## src/rtl/ip_packet_rx_if.sv

```systemverilog
// ============================================================================
//  Module   : ip_packet_rx_if
//  Purpose  : AXI-Stream style RX byte channel between the Ethernet MAC
//             (master) and the packet parser (slave).
//  Revision : 1.0 - initial release
// ============================================================================
`default_nettype none

interface ip_packet_rx_if;
    logic [7:0] MAC_DATA_IN;
    logic       MAC_DATA_VALID;
    logic       MAC_DATA_READY;
    logic       MAC_DATA_LAST;
    logic       MAC_DATA_TUSER;

    // MAC side: drives bytes, observes back-pressure
    modport master (
        output MAC_DATA_IN,
        output MAC_DATA_VALID,
        output MAC_DATA_LAST,
        output MAC_DATA_TUSER,
        input  MAC_DATA_READY
    );

    // Parser side: consumes bytes, drives back-pressure
    modport slave (
        input  MAC_DATA_IN,
        input  MAC_DATA_VALID,
        input  MAC_DATA_LAST,
        input  MAC_DATA_TUSER,
        output MAC_DATA_READY
    );
endinterface

`default_nettype wire

```

## src/rtl/ip_packet_rx.sv

```systemverilog
// ============================================================================
//  Module   : ip_packet_rx
//  Purpose  : Parses Ethernet/IPv4 request frames from the MAC RX stream,
//             validates them against the accelerator's own addresses and
//             holds the sender's MAC/IP/2-byte message until acknowledged.
//             Rejected frames are counted in a saturating drop counter.
//  Revision : 1.0 - initial release
// ============================================================================
`default_nettype none

module ip_packet_rx #(
    parameter int DROP_CNT_WIDTH = 16
) (
    input  logic                      ACLK,
    input  logic                      ARESET,
    input  logic [31:0]               ACCELERATOR_IP_ADDRESS,
    input  logic [47:0]               ACCELERATOR_MAC_ADDRESS,
    ip_packet_rx_if.slave             mac,
    output logic [47:0]               SENDER_MAC_ADDRESS,
    output logic [31:0]               SENDER_IP_ADDRESS,
    output logic [15:0]               SENDER_MESSAGE,
    output logic                      MESSAGE_VALID,
    input  logic                      MESSAGE_ACK,
    output logic [DROP_CNT_WIDTH-1:0] DROP_COUNT
);

    typedef enum logic [2:0] {
        ST_ETH_HDR = 3'd0,
        ST_IP_HDR  = 3'd1,
        ST_PAYLOAD = 3'd2,
        ST_DRAIN   = 3'd3,
        ST_HOLD    = 3'd4
    } state_t;

    state_t      r_state;
    state_t      w_state_nxt;
    logic [5:0]  r_cnt;
    logic        r_bad;
    logic        r_uc_miss;
    logic        r_bc_miss;
    logic [7:0]  r_hi;
    logic [15:0] r_csum;
    logic [47:0] r_src_mac;
    logic [31:0] r_src_ip;
    logic [15:0] r_msg;

    logic        w_ready;
    logic        w_beat;
    logic        w_last;
    logic [7:0]  w_data;
    logic        w_accept;
    logic        w_drop;
    logic        w_chk_fail;
    logic        w_uc_miss;
    logic        w_bc_miss;
    logic [7:0]  w_exp_mac;
    logic [7:0]  w_exp_ip;
    logic [15:0] w_csum_base;
    logic [16:0] w_csum_sum;
    logic [15:0] w_csum_nxt;
    logic [15:0] w_msg_nxt;

    // The parser only back-pressures while a message awaits acknowledgement
    assign w_ready            = (r_state != ST_HOLD);
    assign mac.MAC_DATA_READY = w_ready;
    assign w_beat             = mac.MAC_DATA_VALID & w_ready;
    assign w_last             = mac.MAC_DATA_LAST;
    assign w_data             = mac.MAC_DATA_IN;

    // Expected destination MAC / IP byte for the current header position
    always_comb begin
        w_exp_mac = 8'h00;
        w_exp_ip  = 8'h00;
        case (r_cnt)
            6'd0:    w_exp_mac = ACCELERATOR_MAC_ADDRESS[47:40];
            6'd1:    w_exp_mac = ACCELERATOR_MAC_ADDRESS[39:32];
            6'd2:    w_exp_mac = ACCELERATOR_MAC_ADDRESS[31:24];
            6'd3:    w_exp_mac = ACCELERATOR_MAC_ADDRESS[23:16];
            6'd4:    w_exp_mac = ACCELERATOR_MAC_ADDRESS[15:8];
            6'd5:    w_exp_mac = ACCELERATOR_MAC_ADDRESS[7:0];
            default: w_exp_mac = 8'h00;
        endcase
        case (r_cnt)
            6'd16:   w_exp_ip = ACCELERATOR_IP_ADDRESS[31:24];
            6'd17:   w_exp_ip = ACCELERATOR_IP_ADDRESS[23:16];
            6'd18:   w_exp_ip = ACCELERATOR_IP_ADDRESS[15:8];
            6'd19:   w_exp_ip = ACCELERATOR_IP_ADDRESS[7:0];
            default: w_exp_ip = 8'h00;
        endcase
    end

    // Running ones'-complement header sum; a word completes on each odd byte
    always_comb begin
        w_csum_base = (r_cnt == 6'd1) ? 16'h0000 : r_csum;
        w_csum_sum  = {1'b0, w_csum_base} + {1'b0, r_hi, w_data};
        w_csum_nxt  = w_csum_sum[15:0] + {15'd0, w_csum_sum[16]};
        // unicast and broadcast matches are tracked independently over bytes 0-5
        w_uc_miss   = ((r_cnt == 6'd0) ? 1'b0 : r_uc_miss) | (w_data != w_exp_mac);
        w_bc_miss   = ((r_cnt == 6'd0) ? 1'b0 : r_bc_miss) | (w_data != 8'hFF);
        w_msg_nxt   = (r_state == ST_PAYLOAD) ? {r_msg[7:0], w_data} : r_msg;
    end

    // Next-state, header checks and accept/drop decision
    always_comb begin
        w_state_nxt = r_state;
        w_accept    = 1'b0;
        w_drop      = 1'b0;
        w_chk_fail  = 1'b0;
        case (r_state)
            ST_ETH_HDR: begin
                if (w_beat) begin
                    if (r_cnt == 6'd5 && w_uc_miss && w_bc_miss) w_chk_fail = 1'b1;
                    if (r_cnt == 6'd12 && w_data != 8'h08)        w_chk_fail = 1'b1;
                    if (r_cnt == 6'd13 && w_data != 8'h00)        w_chk_fail = 1'b1;
                    if (w_last)                 w_drop      = 1'b1;
                    else if (r_cnt == 6'd13)    w_state_nxt = ST_IP_HDR;
                end
            end
            ST_IP_HDR: begin
                if (w_beat) begin
                    if (r_cnt == 6'd0 && w_data != 8'h45)              w_chk_fail = 1'b1;
                    if (r_cnt == 6'd3 && {r_hi, w_data} < 16'd22)      w_chk_fail = 1'b1;
                    if (r_cnt >= 6'd16 && r_cnt <= 6'd19 && w_data != w_exp_ip)
                        w_chk_fail = 1'b1;
                    if (r_cnt == 6'd19 && w_csum_nxt != 16'hFFFF)      w_chk_fail = 1'b1;
                    if (w_last)                 w_drop      = 1'b1;
                    else if (r_cnt == 6'd19)    w_state_nxt = ST_PAYLOAD;
                end
            end
            ST_PAYLOAD: begin
                if (w_beat) begin
                    if (w_last) begin
                        if (r_cnt == 6'd1 && !r_bad && !mac.MAC_DATA_TUSER) w_accept = 1'b1;
                        else                                                 w_drop   = 1'b1;
                    end else if (r_cnt == 6'd1) begin
                        w_state_nxt = ST_DRAIN;
                    end
                end
            end
            ST_DRAIN: begin
                if (w_beat && w_last) begin
                    if (!r_bad && !mac.MAC_DATA_TUSER) w_accept = 1'b1;
                    else                               w_drop   = 1'b1;
                end
            end
            ST_HOLD: begin
                if (MESSAGE_ACK) w_state_nxt = ST_ETH_HDR;
            end
            default: w_state_nxt = ST_ETH_HDR;
        endcase
        if (w_accept)    w_state_nxt = ST_HOLD;
        else if (w_drop) w_state_nxt = ST_ETH_HDR;
    end

    // State register
    always_ff @(posedge ACLK or negedge ARESET) begin
        if (!ARESET) r_state <= ST_ETH_HDR;
        else         r_state <= w_state_nxt;
    end

    // Byte position within the current section; restarts per section and per frame
    always_ff @(posedge ACLK or negedge ARESET) begin
        if (!ARESET)                                              r_cnt <= 6'd0;
        else if ((w_state_nxt != r_state) || (w_beat && w_last))  r_cnt <= 6'd0;
        else if (w_beat)                                          r_cnt <= r_cnt + 6'd1;
    end

    // Field capture, checksum accumulation and the sticky bad-frame flag
    always_ff @(posedge ACLK or negedge ARESET) begin
        if (!ARESET) begin
            r_bad     <= 1'b0;
            r_uc_miss <= 1'b0;
            r_bc_miss <= 1'b0;
            r_hi      <= 8'h00;
            r_csum    <= 16'h0000;
            r_src_mac <= 48'h0;
            r_src_ip  <= 32'h0;
            r_msg     <= 16'h0000;
        end else begin
            if (w_drop)          r_bad <= 1'b0;
            else if (w_chk_fail) r_bad <= 1'b1;
            if (w_beat) begin
                r_hi <= w_data;
                if (r_state == ST_ETH_HDR) begin
                    if (r_cnt < 6'd6) begin
                        r_uc_miss <= w_uc_miss;
                        r_bc_miss <= w_bc_miss;
                    end
                    if (r_cnt >= 6'd6 && r_cnt <= 6'd11)
                        r_src_mac <= {r_src_mac[39:0], w_data};
                end
                if (r_state == ST_IP_HDR) begin
                    if (r_cnt[0]) r_csum <= w_csum_nxt;
                    if (r_cnt >= 6'd12 && r_cnt <= 6'd15)
                        r_src_ip <= {r_src_ip[23:0], w_data};
                end
                if (r_state == ST_PAYLOAD) r_msg <= w_msg_nxt;
            end
        end
    end

    // Message holding registers: loaded on accept, released on acknowledge
    always_ff @(posedge ACLK or negedge ARESET) begin
        if (!ARESET) begin
            SENDER_MAC_ADDRESS <= 48'h0;
            SENDER_IP_ADDRESS  <= 32'h0;
            SENDER_MESSAGE     <= 16'h0000;
            MESSAGE_VALID      <= 1'b0;
        end else if (w_accept) begin
            SENDER_MAC_ADDRESS <= r_src_mac;
            SENDER_IP_ADDRESS  <= r_src_ip;
            SENDER_MESSAGE     <= w_msg_nxt;
            MESSAGE_VALID      <= 1'b1;
        end else if (r_state == ST_HOLD && MESSAGE_ACK) begin
            MESSAGE_VALID      <= 1'b0;
        end
    end

    // Saturating count of discarded frames
    always_ff @(posedge ACLK or negedge ARESET) begin
        if (!ARESET)
            DROP_COUNT <= '0;
        else if (w_drop && !(&DROP_COUNT))
            DROP_COUNT <= DROP_COUNT + {{(DROP_CNT_WIDTH-1){1'b0}}, 1'b1};
    end

endmodule

`default_nettype wire

```

## src/flat_wrapper.sv

```systemverilog
// flat-port wrapper written by rule: the top's interface ports become plain ports
module ip_packet_rx_flat 
#(
    parameter int DROP_CNT_WIDTH = 16
)
  (ACLK, ARESET, ACCELERATOR_IP_ADDRESS, ACCELERATOR_MAC_ADDRESS, SENDER_MAC_ADDRESS, SENDER_IP_ADDRESS, SENDER_MESSAGE, MESSAGE_VALID, MESSAGE_ACK, DROP_COUNT, mac_MAC_DATA_IN, mac_MAC_DATA_VALID, mac_MAC_DATA_LAST, mac_MAC_DATA_TUSER, mac_MAC_DATA_READY);
  ip_packet_rx_if mac_i ();
  input  logic ACLK;
  input  logic ARESET;
  input  logic [31:0] ACCELERATOR_IP_ADDRESS;
  input  logic [47:0] ACCELERATOR_MAC_ADDRESS;
  output logic [47:0] SENDER_MAC_ADDRESS;
  output logic [31:0] SENDER_IP_ADDRESS;
  output logic [15:0] SENDER_MESSAGE;
  output logic MESSAGE_VALID;
  input  logic MESSAGE_ACK;
  output logic [DROP_CNT_WIDTH-1:0] DROP_COUNT;
  input wire logic [$bits(mac_i.MAC_DATA_IN)-1:0] mac_MAC_DATA_IN;
  input wire logic [$bits(mac_i.MAC_DATA_VALID)-1:0] mac_MAC_DATA_VALID;
  input wire logic [$bits(mac_i.MAC_DATA_LAST)-1:0] mac_MAC_DATA_LAST;
  input wire logic [$bits(mac_i.MAC_DATA_TUSER)-1:0] mac_MAC_DATA_TUSER;
  output wire logic [$bits(mac_i.MAC_DATA_READY)-1:0] mac_MAC_DATA_READY;
  assign mac_i.MAC_DATA_IN = mac_MAC_DATA_IN;
  assign mac_i.MAC_DATA_VALID = mac_MAC_DATA_VALID;
  assign mac_i.MAC_DATA_LAST = mac_MAC_DATA_LAST;
  assign mac_i.MAC_DATA_TUSER = mac_MAC_DATA_TUSER;
  assign mac_MAC_DATA_READY = mac_i.MAC_DATA_READY;
  ip_packet_rx #(.DROP_CNT_WIDTH(DROP_CNT_WIDTH)) u_core (.ACLK(ACLK), .ARESET(ARESET), .ACCELERATOR_IP_ADDRESS(ACCELERATOR_IP_ADDRESS), .ACCELERATOR_MAC_ADDRESS(ACCELERATOR_MAC_ADDRESS), .mac(mac_i), .SENDER_MAC_ADDRESS(SENDER_MAC_ADDRESS), .SENDER_IP_ADDRESS(SENDER_IP_ADDRESS), .SENDER_MESSAGE(SENDER_MESSAGE), .MESSAGE_VALID(MESSAGE_VALID), .MESSAGE_ACK(MESSAGE_ACK), .DROP_COUNT(DROP_COUNT));
endmodule
```

## config.mk

```make
export PLATFORM = sky130hd
export DESIGN_NAME = ip_packet_rx_flat
export DESIGN_NICKNAME = d
export VERILOG_FILES = /design/src/rtl/ip_packet_rx_if.sv /design/src/rtl/ip_packet_rx.sv /design/src/flat_wrapper.sv
export SDC_FILE = /design/constraint.sdc
export NUM_CORES = 1
export LEC_CHECK = 0
export CORE_ASPECT_RATIO = 0.6
export CORE_MARGIN = 4
export CORE_UTILIZATION = 30
export CTS_CLUSTER_SIZE = 28
export DETAILED_ROUTE_END_ITERATION = 16
export PLACE_DENSITY_LB_ADDON = 0.3
export SYNTH_ARGS = -nofsm -noshare
export SYNTH_HDL_FRONTEND = slang
export SYNTH_SLANG_ARGS = --single-unit
```

## constraint.sdc

```tcl
create_clock -name ACLK -period 7.17 [get_ports ACLK]
set_input_delay 1.434 -clock ACLK [delete_from_list [all_inputs] [get_ports ACLK]]
set_output_delay 1.434 -clock ACLK [all_outputs]
set_load 0.02 [all_outputs]
```

; ---- Yosys cells after proc, flatten, opt, wreduce, memory -nomap -nowiden
; Index checks and enable logic that the tools add are counted.
[word_totals]
ram_bits = 0
latch_bits = 0
rom_bits = 0
mem_count = 0
elab_cells = 136
out_inout_bits = 114
register_bits = 245
[classes]
n_shift = 0
div_mod_pow = 0
n_mul = 0
eq_ne = 23
bitwise = 3
n_addsub = 4
n_mux = 49
n_lt_le_gt_ge = 8
reduce_logical = 34
[op_table]
columns = op, n
row1 = $pmux 8 s6, 1
row2 = $mux 3, 12
row3 = $mux 16, 2
row4 = $pmux 8 s4, 1
row5 = $mux 1, 27
row6 = $eq 6x5->1 const B, 4
row7 = $add 16x16->17, 1
row8 = $logic_and 1x1->1, 17
row9 = $add 16x1->16, 1
row10 = $add 16x1->16 const B, 1
row11 = $lt 16x5->1 const B, 1
row12 = $ne 16x16->1 const B, 1
row13 = $ne 8x8->1, 2
row14 = $reduce_and 16->1, 1
row15 = $pmux 3 s5, 1
row16 = $eq 6x2->1 const B, 2
row17 = $eq 6x3->1 const B, 2
row18 = $eq 6x4->1 const B, 2
row19 = $le 6x4->1 const B, 2
row20 = $mux 6, 2
row21 = $reduce_and 3->1, 4
row22 = $ne 8x4->1 const B, 1
row23 = $ne 8x7->1 const B, 1
row24 = $ne 8x8->1 const B, 1
row25 = other kinds (24), 31

; ---- Longest topological paths before layout
; Gate-level depths: netlist of the first run.
[depth]
depth_word = 13
depth_mapped = 25

; ---- Worst setup path before layout of the first run
; No wires, ideal clock.
[synth_path]
path_kind = input to register
from = input mac_MAC_DATA_IN[0]
to = register u_core.r_bad
setup_time_ps = 141
stages = 19
t_arrival_ps = 4771
path_slack_ps = 2258
cell_sequence = ha_1 > fa_1 > a21o_2 > a221oi_2 > or4_1 > a21oi_1 > o21ai_0 > a21oi_1 > o21ai_0 > nand2b_1 > ha_1 > and3_1 > nor3b_1 > nand4_1 > nor3_1 > and2b_1 > xnor2_1 > nor4b_2 > a41oi_1
[synth_between]
elab_chain_cells = 10
elab_cells_between_ends = 31
classes_between = add/sub: 2 / order compare: 1 / eq/ne: 6 / mux: 10 / bitwise: 2 / reduce/logical: 10
[synth_lines]
columns = element, line_no
row1 = from (decl), flat_wrapper.sv:18  ; input wire logic [$bits(mac_i.MAC_DATA_IN)-1:0] mac_MAC_DATA_IN;
row2 = branches (longest 8 deep; another with $add 16x16->17), n/a
row3 = $pmux 1 s2 *, ip_packet_rx.sv:109  ; case (r_state)
row4 = $reduce_bool 2->1 (no source line) *, n/a
row5 = to (signal assigned), ip_packet_rx.sv:171  ; r_bad <= 1'b0;
row6 = to (signal assigned), ip_packet_rx.sv:180  ; if (w_drop) r_bad <= 1'b0;
row7 = to (signal assigned), ip_packet_rx.sv:181  ; else if (w_chk_fail) r_bad <= 1'b1;
row8 = to (decl), ip_packet_rx.sv:38  ; logic r_bad;
; Mark *: on every way between the ends.
; A chain may end at the register's enable or synchronous reset.

; ---- Worst setup path after layout of the first run
[layout_path]
from = register u_core.r_cnt[1]
to = register u_core.r_bad
[layout_between]
elab_chain_cells = 12
elab_cells_between_ends = 53
classes_between = add/sub: 2 / order compare: 2 / eq/ne: 14 / mux: 20 / bitwise: 2 / reduce/logical: 13
[layout_lines]
columns = element, line_no
row1 = from (decl), ip_packet_rx.sv:37  ; logic [5:0] r_cnt;
row2 = from (signal assigned), ip_packet_rx.sv:165  ; else if (w_beat) r_cnt <= r_cnt + 6'd1;
row3 = branches (longest 12 deep; another with $add 16x16->17), n/a
; Several ways; the timed one is not identified.

==> impl_metrics.yaml, run 1 <==
routing:
  avgViaCountPerCell: 4.945
  wirelength_um: 33320
  drtAntennaViolNets: 0
  drt-pass1-iter-count: 5
  drc: 0
  first_iter_violations: 586
  routedWlPerCell_um: 19.60
  vias: 8407
floorplan:
  num_rows: 55
  dieWidth_um: 263.2
  start_util: 0.3075
  coreArea_um2: 38120
  die_h_um: 161.1
  boundaryPins: 208
  die_area_um2: 42400
yosys:
  ys_seq_area_frac: 0.5230
  synth_flop_cell: "dfrtp_1"
  syn_avg_cell_area_um2: 11.90
  ys_top_cells_by_area: "dfrtp_1 52%, mux2_2 18%, nand2_1 2.6%, ha_1 2.5%, a22oi_1 2.4%"
  synth_edf_count: 0
  ys.warnings.count: 0
  synthCells: 985
  synth_area_um2: 11720
  synth_top_area_frac: 0.5230
  ys_ff_latch: 245
  synth_cell_types: 64
  syn_nets: 1103
  postSynth.asyncResetShare: 1.000
  yosys.area.top_type: "dfrtp_1"
global_routing:
  grtUsageTotal: 0.1529
  grt_max_degree: 129
  grt_pass1_wl_um: 51700
  antenna_found_initial: 2
  grt-ovfl-total: 0
  grt_pass1_vias: 8591
critical_path:
  arrival_ns: 6.68
  worst_path_largest_cell_delay_ns: 0.50
  worst_setup_path_start_kind: "register"
  worst_path_max_delay_cell: "a221oi_2"
  path_class: "register to register"
  cp_top_family: "simple AND/OR/NAND/NOR gates"
  worst-path-stages: 24
  end_kind: "register"
  rr_worst_depth: 24
  path_buf_inv: 1
  worstPathMaxFanout: 16
  crit_path_frequent_cell: "ha_1"
  ff2ff_setup_slack_ns: 0.86
  worstPathCellList: "inv_1 -> ha_1 -> nor3b_1 -> nand2_1 -> and2_1 -> ha_1 -> fa_1 -> a21o_2 -> a221oi_2 -> or4_1 -> a21oi_1 -> o21ai_0 -> a21oi_1 -> o21ai_0 -> nand2b_1 -> ha_1 -> and3_1 -> nor3b_1 -> nand4_1 -> nor3_1 -> and2b_1 -> xnor2_1 -> nor4b_2 -> a41oi_1"
  worstPathRequired_ns: 7.54
timing:
  finalClockSkew_ns: 0.01251
  min_period_ns: 6.309
  fmax_mhz: 158.5
  hold_viol_final: 0
  rsz0062_at_grt: "no"
  max_slew.worst_pin.slew_ns: 0.9102
  drv_slew: 0
  setup_violations: 0
  slew_headroom: 0.3932
  whs_ns: 0.4780
  setup_tns_ns: 0
  finalCritPeriodShare: 0.8799
final_layout:
  final_cell_mix: "245 x dfrtp_1, 206 x clkdlybuf4s50_1, 183 x mux2_2"
  final_nets: 1288
  area_growth_pct: 29.04
  layout_commonest_cell: "dfrtp_1"
  finalInstanceArea_um2: 15130
  drive_above_1_share: 0.2175
clock_tree:
  cts_max_path_buffers: 3
  cts-htree-levels: 1
  clk_pin_slew_ns: 0.07
  cts_tree: "built"
  hold_buffers: 0
  clkLatencyLatePin_ns: 0.52
  numCtsBuffers: 25
  post_cts.repair.setup_buffers: 0
  clock_sinks: 245
  ctsResizeCount: 0
  root_buffer: "clkbuf_16"
pwr:
  p_sw_frac: 0.2740
  intPower_uw: 2458
  clkPwrFrac: 0.390
  p_seq_frac: 0.456
  p_leak_uw: 0.006885
  power-per-cell-area_nw_per_um2: 223.8
  p_comb_frac: 0.154
  ir_worst_vdd_uv: 201.3
  switchingPower_uw: 927.8
place:
  gp_congestion: 0.8412
  placed_cell_area_um2: 14300
  dp_hpwl_um: 24220
  numPortBuffers: 207
job:
  cap_violations: 0
status:
  outcome: "complete, no violations"
worst_hold_path:
  hold_depth: 2
  hold_path_class: "register to register"
[state kept, by name, indices dropped and copies added, names as in the netlist]
name,count
u_core.r_bc_miss,1
u_core.SENDER_MAC_ADDRESS,48
u_core.r_hi,8
u_core.r_uc_miss,1
u_core.r_bad,1
u_core.r_msg,16
u_core.r_src_ip,32
u_core.r_state,3
u_core.r_csum,16
u_core.MESSAGE_VALID,1
u_core.r_cnt,6
u_core.SENDER_IP_ADDRESS,32
u_core.SENDER_MESSAGE,16
u_core.r_src_mac,48
u_core.DROP_COUNT,16
[worst register-to-register path, stage by stage, from the launching register on]
cell,delay (ns)
dfrtp_1,0.44
inv_1,0.12
ha_1,0.49
nor3b_1,0.37
nand2_1,0.45
and2_1,0.34
ha_1,0.22
fa_1,0.43
a21o_2,0.24
a221oi_2,0.50
or4_1,0.21
a21oi_1,0.09
o21ai_0,0.23
a21oi_1,0.12
o21ai_0,0.16
nand2b_1,0.08
ha_1,0.22
and3_1,0.20
nor3b_1,0.15
nand4_1,0.17
nor3_1,0.11
and2b_1,0.21
xnor2_1,0.14
nor4b_2,0.30
a41oi_1,0.16
[Yosys cell counts, drive strengths merged, types with 5 or more instances]
cell type,count
a22oi,38
nor3,7
inv,16
nor4,8
nand4,20
xnor2,25
ha,23
o21ai,37
mux2i,18
a21o,6
nand3,20
nand2,80
and3,16
buf,22
or4,5
clkbuf,38
xor2,26
mux2,183
a31o,6
nor2,31
and2,25
a21oi,30
o211ai,8
dfrtp,245
[cell type report]
| cell class | count | area [um2] |
|---|---|---|
| Fill cell | 3669 | 23000 |
| Tap cell | 513 | 641.9 |
| Antenna cell | 1 | 2.502 |
| Timing Repair Buffer | 218 | 2172 |
| Multi-Input combinational cell | 664 | 5296 |
| Clock buffer | 33 | 715.7 |
| Clock inverter | 10 | 107.6 |
| Inverter | 16 | 60.06 |
| Sequential cell | 245 | 6131 |
[cell families after synthesis]
| family | Yosys count | synth area share |
|---|---|---|
| AOI/OAI and AO/OA | 151 | 0.08816 |
| xor gates and xnor gates | 51 | 0.03875 |
| adders and majority gates | 24 | 0.02626 |
| buffers and inverters | 76 | 0.02732 |
| DFF | 245 | 0.5230 |
| muxes | 201 | 0.1912 |
| and+or+nand+nor | 237 | 0.1053 |
[through the flow]
step / setup WS, ns / utilization / cells / power [uW]
floorplan: 2.258 / - / 985 / 1845
global placement: 0.9479 / 0.3751 / 1656 / 2087
detailed placement: 0.7738 / 0.3751 / 1656 / 2095
CTS: 0.8803 / 0.3967 / 1699 / 3435
global route: 0.3040 / 0.3968 / 1700 / 3546
finish: 0.8611 / 0.3968 / 1700 / 3386
[worst paths after layout]
check | end | start
max in group asynchronous | u_core.DROP_COUNT[13]$_DFFE_PN0P_ | ARESET
setup / recovery | u_core.r_bad$_DFFE_PN0P_ | u_core.r_cnt[1]$_DFFE_PN0P_
setup reg to reg | u_core.r_bad$_DFFE_PN0P_ | u_core.r_cnt[1]$_DFFE_PN0P_
hold reg to reg | u_core.r_csum[12]$_DFFE_PN0P_ | u_core.r_csum[12]$_DFFE_PN0P_
hold / removal | u_core.r_csum[12]$_DFFE_PN0P_ | u_core.r_csum[12]$_DFFE_PN0P_
min in group asynchronous | u_core.SENDER_IP_ADDRESS[15]$_DFFE_PN0P_ | ARESET
[power groups by stage]
| stage | logic (uW) | clock network [uW] | registers (uW) |
|---|---|---|---|
| after floorplan | 297 | 0 | 1550 |
| after global placement | 517 | 0 | 1570 |
| after detailed placement | 523 | 0 | 1570 |
| after CTS | 526 | 1360 | 1550 |
| after global routing | 571 | 1420 | 1560 |
| final | 520 | 1320 | 1550 |
[layer usage]
metal  track usage  up-vias  part of all wire
met5             0        -                 0
met4       0.02677        0             0.014
met3       0.03745       41             0.058
met2        0.2236      209              0.42
met1        0.2316     4219              0.50
li1              -     3938                 -
(Power assumes the default switching activity.)
==> inputs of run 2 (changes only) <==
- CORE_MARGIN: 4 -> default
- CORE_UTILIZATION: 30 -> 50
- PLACE_DENSITY_LB_ADDON: 0.3 -> 0.1
==> run 2 against run 1 <==
Compared with the run above: via count up 0.83%; final cell count is 12% lower; first-iteration DRC count is 11% higher; hold slack better by 0.0024 ns; flip-flop and latch count unchanged; clock power fell by 8%.
==> impl_metrics.yaml, run 2 (synthesized netlist as in run 1, its figures left out) <==
status:
  outcome: "complete, no violations"
floorplan:
  die_h_um: 120.6
  dieWidth_um: 199.7
  start_util: 0.5212
  num_rows: 42
  boundaryPins: 208
  die_area_um2: 24080
  coreArea_um2: 22490
routing:
  vias: 8477
  drtAntennaViolNets: 0
  wirelength_um: 31050
  met2WireLength_um: 12430
  met1_length_um: 15480
  avgViaCountPerCell: 5.670
  routed.top_layer: "met5"
  drc: 0
  drt-pass1-iter-count: 5
  first_iter_violations: 650
  routedWlPerCell_um: 20.77
  wl_met3_um: 2398
final_layout:
  layout_commonest_cell: "dfrtp_1"
  nFillCells: 1852
  area_growth_pct: 26.16
  reg.largest.list: "u_core.SENDER_MAC_ADDRESS (48), u_core.r_src_mac (48)"
  final_nets: 1287
  drive_above_1_share: 0.2116
  final_cell_mix: "245 x dfrtp_1, 206 x clkdlybuf4s50_1, 183 x mux2_2"
critical_path:
  worstPathMaxFanout: 16
  worst_setup_path_start_kind: "register"
  path_class: "register to register"
  arrival_ns: 6.53
  end_kind: "register"
  rr_worst_depth: 23
  worstPathRequired_ns: 7.55
  ff2ff_setup_slack_ns: 1.03
global_routing:
  grtUsageTotal: 0.2629
  antenna_found_initial: 2
  grt_max_degree: 114
  grt_pass1_vias: 8140
  grt-ovfl-total: 0
  grt_pass1_wl_um: 47810
clock_tree:
  hold_buffers: 0
  numCtsBuffers: 23
  clk_pin_slew_ns: 0.06
  root_buffer: "clkbuf_16"
  cts-htree-levels: 1
  post_cts.repair.setup_buffers: 0
  cts_tree: "built"
  clkLatencyLatePin_ns: 0.53
  ctsResizeCount: 0
  clock_sinks: 245
  cts_max_path_buffers: 3
timing:
  hold_viol_final: 0
  fmax_mhz: 162.7
  finalCritPeriodShare: 0.8570
  finalClockSkew_ns: 0.01780
  rsz0062_at_grt: "no"
  drv_slew: 0
  setup_tns_ns: 0
  max_slew.worst_pin.slew_ns: 0.9083
  min_period_ns: 6.145
  setup_violations: 0
  slew_headroom: 0.3944
pwr:
  power_uw: 3295
  ir_worst_vdd_uv: 174.4
  p_leak_uw: 0.006837
  power-per-cell-area_nw_per_um2: 222.8
worst_hold_path:
  hold_depth: 2
  hold_path_class: "register to register"
place:
  gp_congestion: 0.9116
  dp_hpwl_um: 22420
  numPortBuffers: 207
job:
  cap_violations: 0
## run 2: layer usage
layer | track usage | up-vias
met5 | 0 | -
met4 | 0.06489 | 2
met3 | 0.05188 | 43
met2 | 0.3602 | 275
met1 | 0.4190 | 4230
li1 | - | 3927
## run 2: final timing paths
path / start / endpoint
hold reg to reg: u_core.r_csum[5]$_DFFE_PN0P_ / u_core.r_csum[5]$_DFFE_PN0P_
max in group asynchronous: ARESET / u_core.MESSAGE_VALID$_DFFE_PN0P_
setup / recovery: u_core.r_cnt[1]$_DFFE_PN0P_ / u_core.r_bad$_DFFE_PN0P_
min in group asynchronous: ARESET / u_core.SENDER_IP_ADDRESS[31]$_DFFE_PN0P_
hold / removal: u_core.r_csum[5]$_DFFE_PN0P_ / u_core.r_csum[5]$_DFFE_PN0P_
setup reg to reg: u_core.r_cnt[1]$_DFFE_PN0P_ / u_core.r_bad$_DFFE_PN0P_
## run 2: power by group
group	switching (uW)	internal, uW	total (uW)	leakage, uW
logic	304	230	534	0.00310
clock network	529	690	1220	0.000366
registers	86.9	1460	1540	0.00338
## run 2: area by class of cell
cell class              instances  area (um2)  area share
clock inverters                 5       68.82    0.004653
flip-flops and latches        245        6131      0.4146
repair buffers                219        2167      0.1465
clock buffers                  37       678.2     0.04585
inverters                      16       60.06    0.004061
well taps                     308       385.4     0.02606
diodes                          1       2.502   0.0001692
multi-input cells             664        5296      0.3581
## run 2: through the flow
step	hold slack (ns)	utilization	instance area, um2	setup WS [ns]	std cells
floorplan	0.4418	-	11720	2.258	985
detailed placement	0.4673	0.6242	14040	0.8635	1452
global placement	0.4603	0.6242	14040	1.018	1452
CTS	0.4836	0.6574	14790	1.102	1494
finish	0.4804	0.6575	14790	1.025	1495
global route	0.5036	0.6574	14790	0.5771	1494
## run 2: worst max-delay path, cell delays in order, from the launching register on
cell      delay (ns)
dfrtp_1         0.44
inv_1           0.12
ha_1            0.48
nor3b_1         0.34
nand2_1         0.38
and2_1          0.32
ha_1            0.37
and3_1          0.20
a221oi_2        0.11
or4_1           0.51
a21oi_1         0.18
o21ai_0         0.12
a21oi_1         0.19
o21ai_0         0.10
nand2b_1        0.09
ha_1            0.16
and3_1          0.19
nor3b_1         0.28
nand4_1         0.19
nor3_1          0.51
and2b_1         0.22
xnor2_1         0.09
nor4b_2         0.28
a41oi_1         0.13
==> inputs of run 3 (changes only) <==
- SETUP_SLACK_MARGIN: default -> 0.1
==> results of run 3 <==
No change in the layout: final DEF, timing and power equal those of run 2.
